===== src/rtl/fixed_to_float_pipe.sv =====
// Fixed-point (signed/unsigned, W bits, F fractional) to IEEE-754 binary32, round-to-nearest-even; 3-cycle latency.
// All three stages advance together on ~o_VALID | i_READY, so a stalled output freezes the whole pipe.
module fixed_to_float_pipe #(
   parameter int P_IN_WIDTH  = 32,
   parameter int P_FRAC_BITS = 0
) (
   input  logic                  i_CLK,
   input  logic                  i_RST_N,
   input  logic                  i_VALID,
   output logic                  o_READY,
   input  logic                  i_SIGNED,
   input  logic [P_IN_WIDTH-1:0] i_FIXED_WORD,
   output logic                  o_VALID,
   input  logic                  i_READY,
   output logic [31:0]           o_FLOAT_WORD,
   output logic                  o_ZERO,
   output logic                  o_INEXACT
);

   localparam int W        = P_IN_WIDTH;
   localparam int LZW      = $clog2(W);
   localparam int XW       = W + 23;
   localparam int EXP_BASE = 127 + W - 1 - P_FRAC_BITS;

   typedef struct packed {
      logic         sign;
      logic [W-1:0] mag;
   } s1_t;

   typedef struct packed {
      logic           sign;
      logic           zero;
      logic [LZW-1:0] lz;
      logic [W-2:0]   frac;
   } s2_t;

   logic           w_adv;
   logic           s1_vld, s2_vld;
   s1_t            s1_q;
   s2_t            s2_q;
   logic           sign_d;
   logic [W-1:0]   mag_d;
   logic [LZW-1:0] lz_d;
   logic [W-2:0]   frac_d;
   logic [XW-1:0]  ext;
   logic [22:0]    mant;
   logic           guard, sticky, round_up;
   logic [23:0]    mant_rnd;
   logic [7:0]     exp_b;
   logic [31:0]    float_d;
   logic           inexact_d;

   assign w_adv   = ~o_VALID | i_READY;
   assign o_READY = w_adv;

   // Most negative input negates to 2^(W-1), which still fits as an unsigned magnitude.
   assign sign_d = i_SIGNED & i_FIXED_WORD[W-1];
   assign mag_d  = sign_d ? -i_FIXED_WORD : i_FIXED_WORD;

   always_comb begin
      lz_d = '0;
      for (int i = 0; i < W; i++) begin
         if (s1_q.mag[i]) lz_d = LZW'(W - 1 - i);
      end
   end

   // The hidden one is dropped here; only the bits below it travel to stage 3.
   assign frac_d = (W-1)'(s1_q.mag << lz_d);

   // Padding with zeros makes narrow inputs fall out exact with no special case.
   assign ext      = {s2_q.frac, 24'b0};
   assign mant     = ext[XW-1 -: 23];
   assign guard    = ext[W-1];
   assign sticky   = |ext[W-2:0];
   assign round_up = guard & (sticky | mant[0]);
   assign mant_rnd = {1'b0, mant} + {23'b0, round_up};
   assign exp_b    = 8'(EXP_BASE) - 8'(s2_q.lz) + {7'b0, mant_rnd[23]};

   always_comb begin
      float_d   = {s2_q.sign, exp_b, mant_rnd[22:0]};
      inexact_d = guard | sticky;
      if (s2_q.zero) begin
         float_d   = 32'h0;
         inexact_d = 1'b0;
      end
   end

   always_ff @(posedge i_CLK) begin
      if (!i_RST_N) begin
         s1_vld       <= 1'b0;
         s2_vld       <= 1'b0;
         o_VALID      <= 1'b0;
         o_FLOAT_WORD <= '0;
         o_ZERO       <= 1'b0;
         o_INEXACT    <= 1'b0;
      end else if (w_adv) begin
         s1_vld       <= i_VALID;
         s1_q.sign    <= sign_d;
         s1_q.mag     <= mag_d;
         s2_vld       <= s1_vld;
         s2_q.sign    <= s1_q.sign;
         s2_q.zero    <= (s1_q.mag == '0);
         s2_q.lz      <= lz_d;
         s2_q.frac    <= frac_d;
         o_VALID      <= s2_vld;
         o_FLOAT_WORD <= float_d;
         o_ZERO       <= s2_q.zero;
         o_INEXACT    <= inexact_d;
      end
   end

endmodule


===== config.mk =====
export PLATFORM = sky130hd
export DESIGN_NAME = fixed_to_float_pipe
export DESIGN_NICKNAME = d
export VERILOG_FILES = /design/src/rtl/fixed_to_float_pipe.sv
export SDC_FILE = /design/constraint.sdc
export NUM_CORES = 1
export LEC_CHECK = 0
export ABC_AREA = 1
export CORE_MARGIN = 3
export CORE_UTILIZATION = 24
export CTS_CLUSTER_SIZE = 10
export DETAILED_ROUTE_END_ITERATION = 8
export PLACE_DENSITY_LB_ADDON = 0.2
export SYNTH_ARGS = -nofsm -noshare
export SYNTH_HDL_FRONTEND = slang
export SYNTH_SLANG_ARGS = --single-unit
export TNS_END_PERCENT = 50

===== constraint.sdc =====
create_clock -name i_CLK -period 6.2 [get_ports i_CLK]
set_input_delay 0.93 -clock i_CLK [delete_from_list [all_inputs] [get_ports i_CLK]]
set_output_delay 0.93 -clock i_CLK [all_outputs]
set_load 0.02 [all_outputs]

==> summary.md <==
Measured along the x axis, the die boundary spans 175 um. The sum of net half-perimeters after detailed placement came out at 13.6 mm. edfxtp_1 takes more of the synthesized area than any other cell. Setup repair after global routing left no endpoint under its margin.

TritonCTS built the clock tree. In this run the power spent charging and discharging nets is 0.653 mW. For this block, the routed nets add up to 17.9 mm of wire. The clock group share of total power came out at 0.299.

The first global-routing pass estimated 29.2 mm of wire. Post-CTS timing repair inserted 0 buffers for setup. For this design, the CTS-stage hold fixing added 0 buffers. In the routed design, unresolved DRC markers number 0. The path class of the lowest-slack min-delay path is reg -> reg. Count of mapped cells out of synthesis: 953. The count of nets left with antenna violations once routing finished came out at 0. Data on the critical path is required at its endpoint by 5.27 ns. For the via count of the first global-routing pass, the log shows 5,637. Setup slack on the critical path of the routed design comes to 2.38 ns.

The count of endpoints failing hold in the final timing report is 0. The run gives 1.37 mW as the internal power consumption. The initialized floorplan defines 61 standard-cell rows. The proportion of netlist area held by the largest area contributor was 0.312; the max-slew headroom at the worst pin was 0.289. In the final routed layout, each cell accounts on average for 12.8 um.

The worst voltage drop across the vdd grid is 0.126 mV. The tools report the part of the total power dissipated in sequential elements as 0.450. The run finished with clean final reports.

The tree is rooted in a clkbuf_16. Global routing finished with a remaining overflow of 0. Count of final max-slew check failures: 0. Clock tree synthesis found a total of 108 sinks.

Entering global routing, the biggest net connects 39 pins. Of all nets on the critical path, the largest fanout is 28. In the layout the commonest cells are nand2_1 (235), nand3_1 (191), inv_1 (106).

For the share of the yosys chip area belonging to registers, the log shows 0.421. The critical path in this run is classified as in -> out. For the starting density of the core, the log shows 0.244. In this run the power density over the cells is 246 mW/mm2. The CTS clock-pin slew for the worst setup and hold paths came out at 0.07 ns. The I/O pin count came out at 73. The category of the worst setup path capture point is a primary output. Gates resized during post-CTS repair numbered 0. Total core area: 0.0279 mm2. The final cell count without fillers is 1,391. Final critical delay including setup and external delays: 3.82 ns.

The tools report the via count of the routed design as 6,134. The pre-antenna-repair detailed-routing pass consisted of 4 iterations. For the number of distinct library cells after synthesis, the log shows 41. Including well taps, the total number of placed cells is 1,375. The run gives 0 as the number of antenna violations at the first check in global routing. The clock reaches the later pin of the worst-skew pair after 0.35 ns. The fraction of registers with async set/reset works out to 0. Ranked by total cell area, the synthesized netlist is headed by edfxtp_1 (31%), nand3_1 (14%), nand2_1 (13%).

The switching part of the total power was 0.323; the highest attainable clock frequency was 0.262 GHz. At the placement stage, the worst setup path has a slack of 2.21 ns. The part of the cycle the worst path needs is 0.616.

The logs give 9 for the number of buffers created by CTS and 375 for the DRC marker count from the first detailed-route iteration. The number of flops mapped to enable cells by yosys was 71; the share of layout cells above drive strength 1 was 0.0375. Setup violations remaining at the end of the flow were counted as 0. The count of buffers added on input and output ports is 72. The global routing usage summed across all routing layers is 0.117, and the number of buffers between clock root and the deepest sink is 2. The mapped netlist covers 0.00683 mm2. The run gives 0 as the number of antenna cells inserted. The layout overhead on the synthesized area was 20.6%. The mean instance size in the synthesized netlist was 7.16 um2. The die is 175 um tall. The number of nets produced by synthesis is 995. Static power due to leakage: 3.39 nW. The die covers 0.0305 mm2.

The tools report the category of the worst setup path launch point as an input pin. In this run the number of H-tree levels came out at 3. The logs give 0 ns for the summed negative setup slack over all endpoints and 0 for the max-capacitance violation count. Count of synthesis-stage warnings from yosys: 0. For this run, the leading register cell type out of synthesis is edfxtp_1.

The share of total power in combinational logic was 0.252; the number of synthesized register bits was 108. Clock skew on the completed layout was measured at 0.00723 ns. For the net total in the final layout, the log shows 1,050.

Routability-driven placement finished with a final weighted congestion of 0.868. Data on the critical path arrives at its endpoint at 2.89 ns. The routed via count divided by cell count was 4.41. The slew at the pin closest to its max-slew limit came out at 1.07 ns.

The library cell used most frequently in the layout, excluding fill and tap cells, is nand2_1.
## state kept, by name (all words and copies together), names as in the netlist, 7 cells and up
name,flops
s1_q,33
o_FLOAT_WORD,32
ext,31
s2_q,7
## per-layer routing
metal  track usage  vias to the layer above  routed length [um]
met4        0.0233                        0                 152
li1              -                     3267                   -
met5             0                        -                   0
met3        0.0213                       11                 808
met1         0.175                     2728                9480
met2         0.175                      128                7420
## cells in the mapped netlist (4+ instances only)
master    number
xnor2_1       13
nand2_1      235
inv_1        106
buf_2          5
nand4_1        9
nor3_1        19
clkbuf_1      24
edfxtp_1      71
nand3_1      191
nor2_1        97
a21oi_1       47
nor4_1         6
nor3b_1        4
ha_1           5
xor2_1        20
dfxtp_1       37
o21ai_0       19
## power by group through the flow
stage / Clock [mW] / Combinational (mW) / Sequential [mW]
final: 0.604 / 0.509 / 0.910
after global routing: 0.654 / 0.577 / 0.922
after floorplan: 0 / 0.333 / 0.935
after detailed placement: 0 / 0.511 / 0.927
after CTS: 0.627 / 0.512 / 0.911
after global placement: 0 / 0.510 / 0.926
## kinds of logic after synthesis
family          after synthesis  share of synthesized area
fa+ha+maj                     5                    0.00916
compound gates               83                     0.0689
xor+xnor                     33                     0.0423
flops                       108                      0.421
simple gates                576                      0.372
buf+inv                     148                     0.0872
## through the flow
| step | utilization | hold slack (ns) | power [mW] | instance area [um2] |
|---|---|---|---|---|
| after global routing | 0.295 | 0.484 | 2.15 | 8230 |
| after CTS | 0.295 | 0.467 | 2.05 | 8230 |
| after detailed placement | 0.284 | 0.454 | 1.44 | 7920 |
| after global placement | 0.284 | 0.453 | 1.44 | 7920 |
| final | 0.295 | 0.464 | 2.02 | 8230 |
| after floorplan | - | 0.400 | 1.27 | 6830 |
## worst max-delay path, cell delays in order
cell and delay (ns):
clkdlybuf4s50_1 0.41, nor2_2 0.47, buf_4 0.39, inv_1 0.13, clkdlybuf4s50_1 0.55
## final timing paths
| check | slack [ns] | depth (start not counted) | end | from |
|---|---|---|---|---|
| worst min-delay path | 0.46 | 2 | o_FLOAT_WORD[16] | o_FLOAT_WORD[16] |
| worst min register to register | 0.46 | 2 | o_FLOAT_WORD[16] | o_FLOAT_WORD[16] |
| worst max register to register | 2.47 | 21 | ext[41] | s1_q[0] |
| worst max-delay path | 2.38 | 5 | o_READY | i_READY |
## layout make-up
type | instances | area (um2)
fill | 3095 | 19700
multi-input combinational | 697 | 3370
sequential | 108 | 2870
timing repair buffer | 82 | 796
tap | 378 | 473
inverter | 110 | 413
clock buffer | 11 | 254
clock inverter | 5 | 55.1
(Power assumes the default switching activity.)
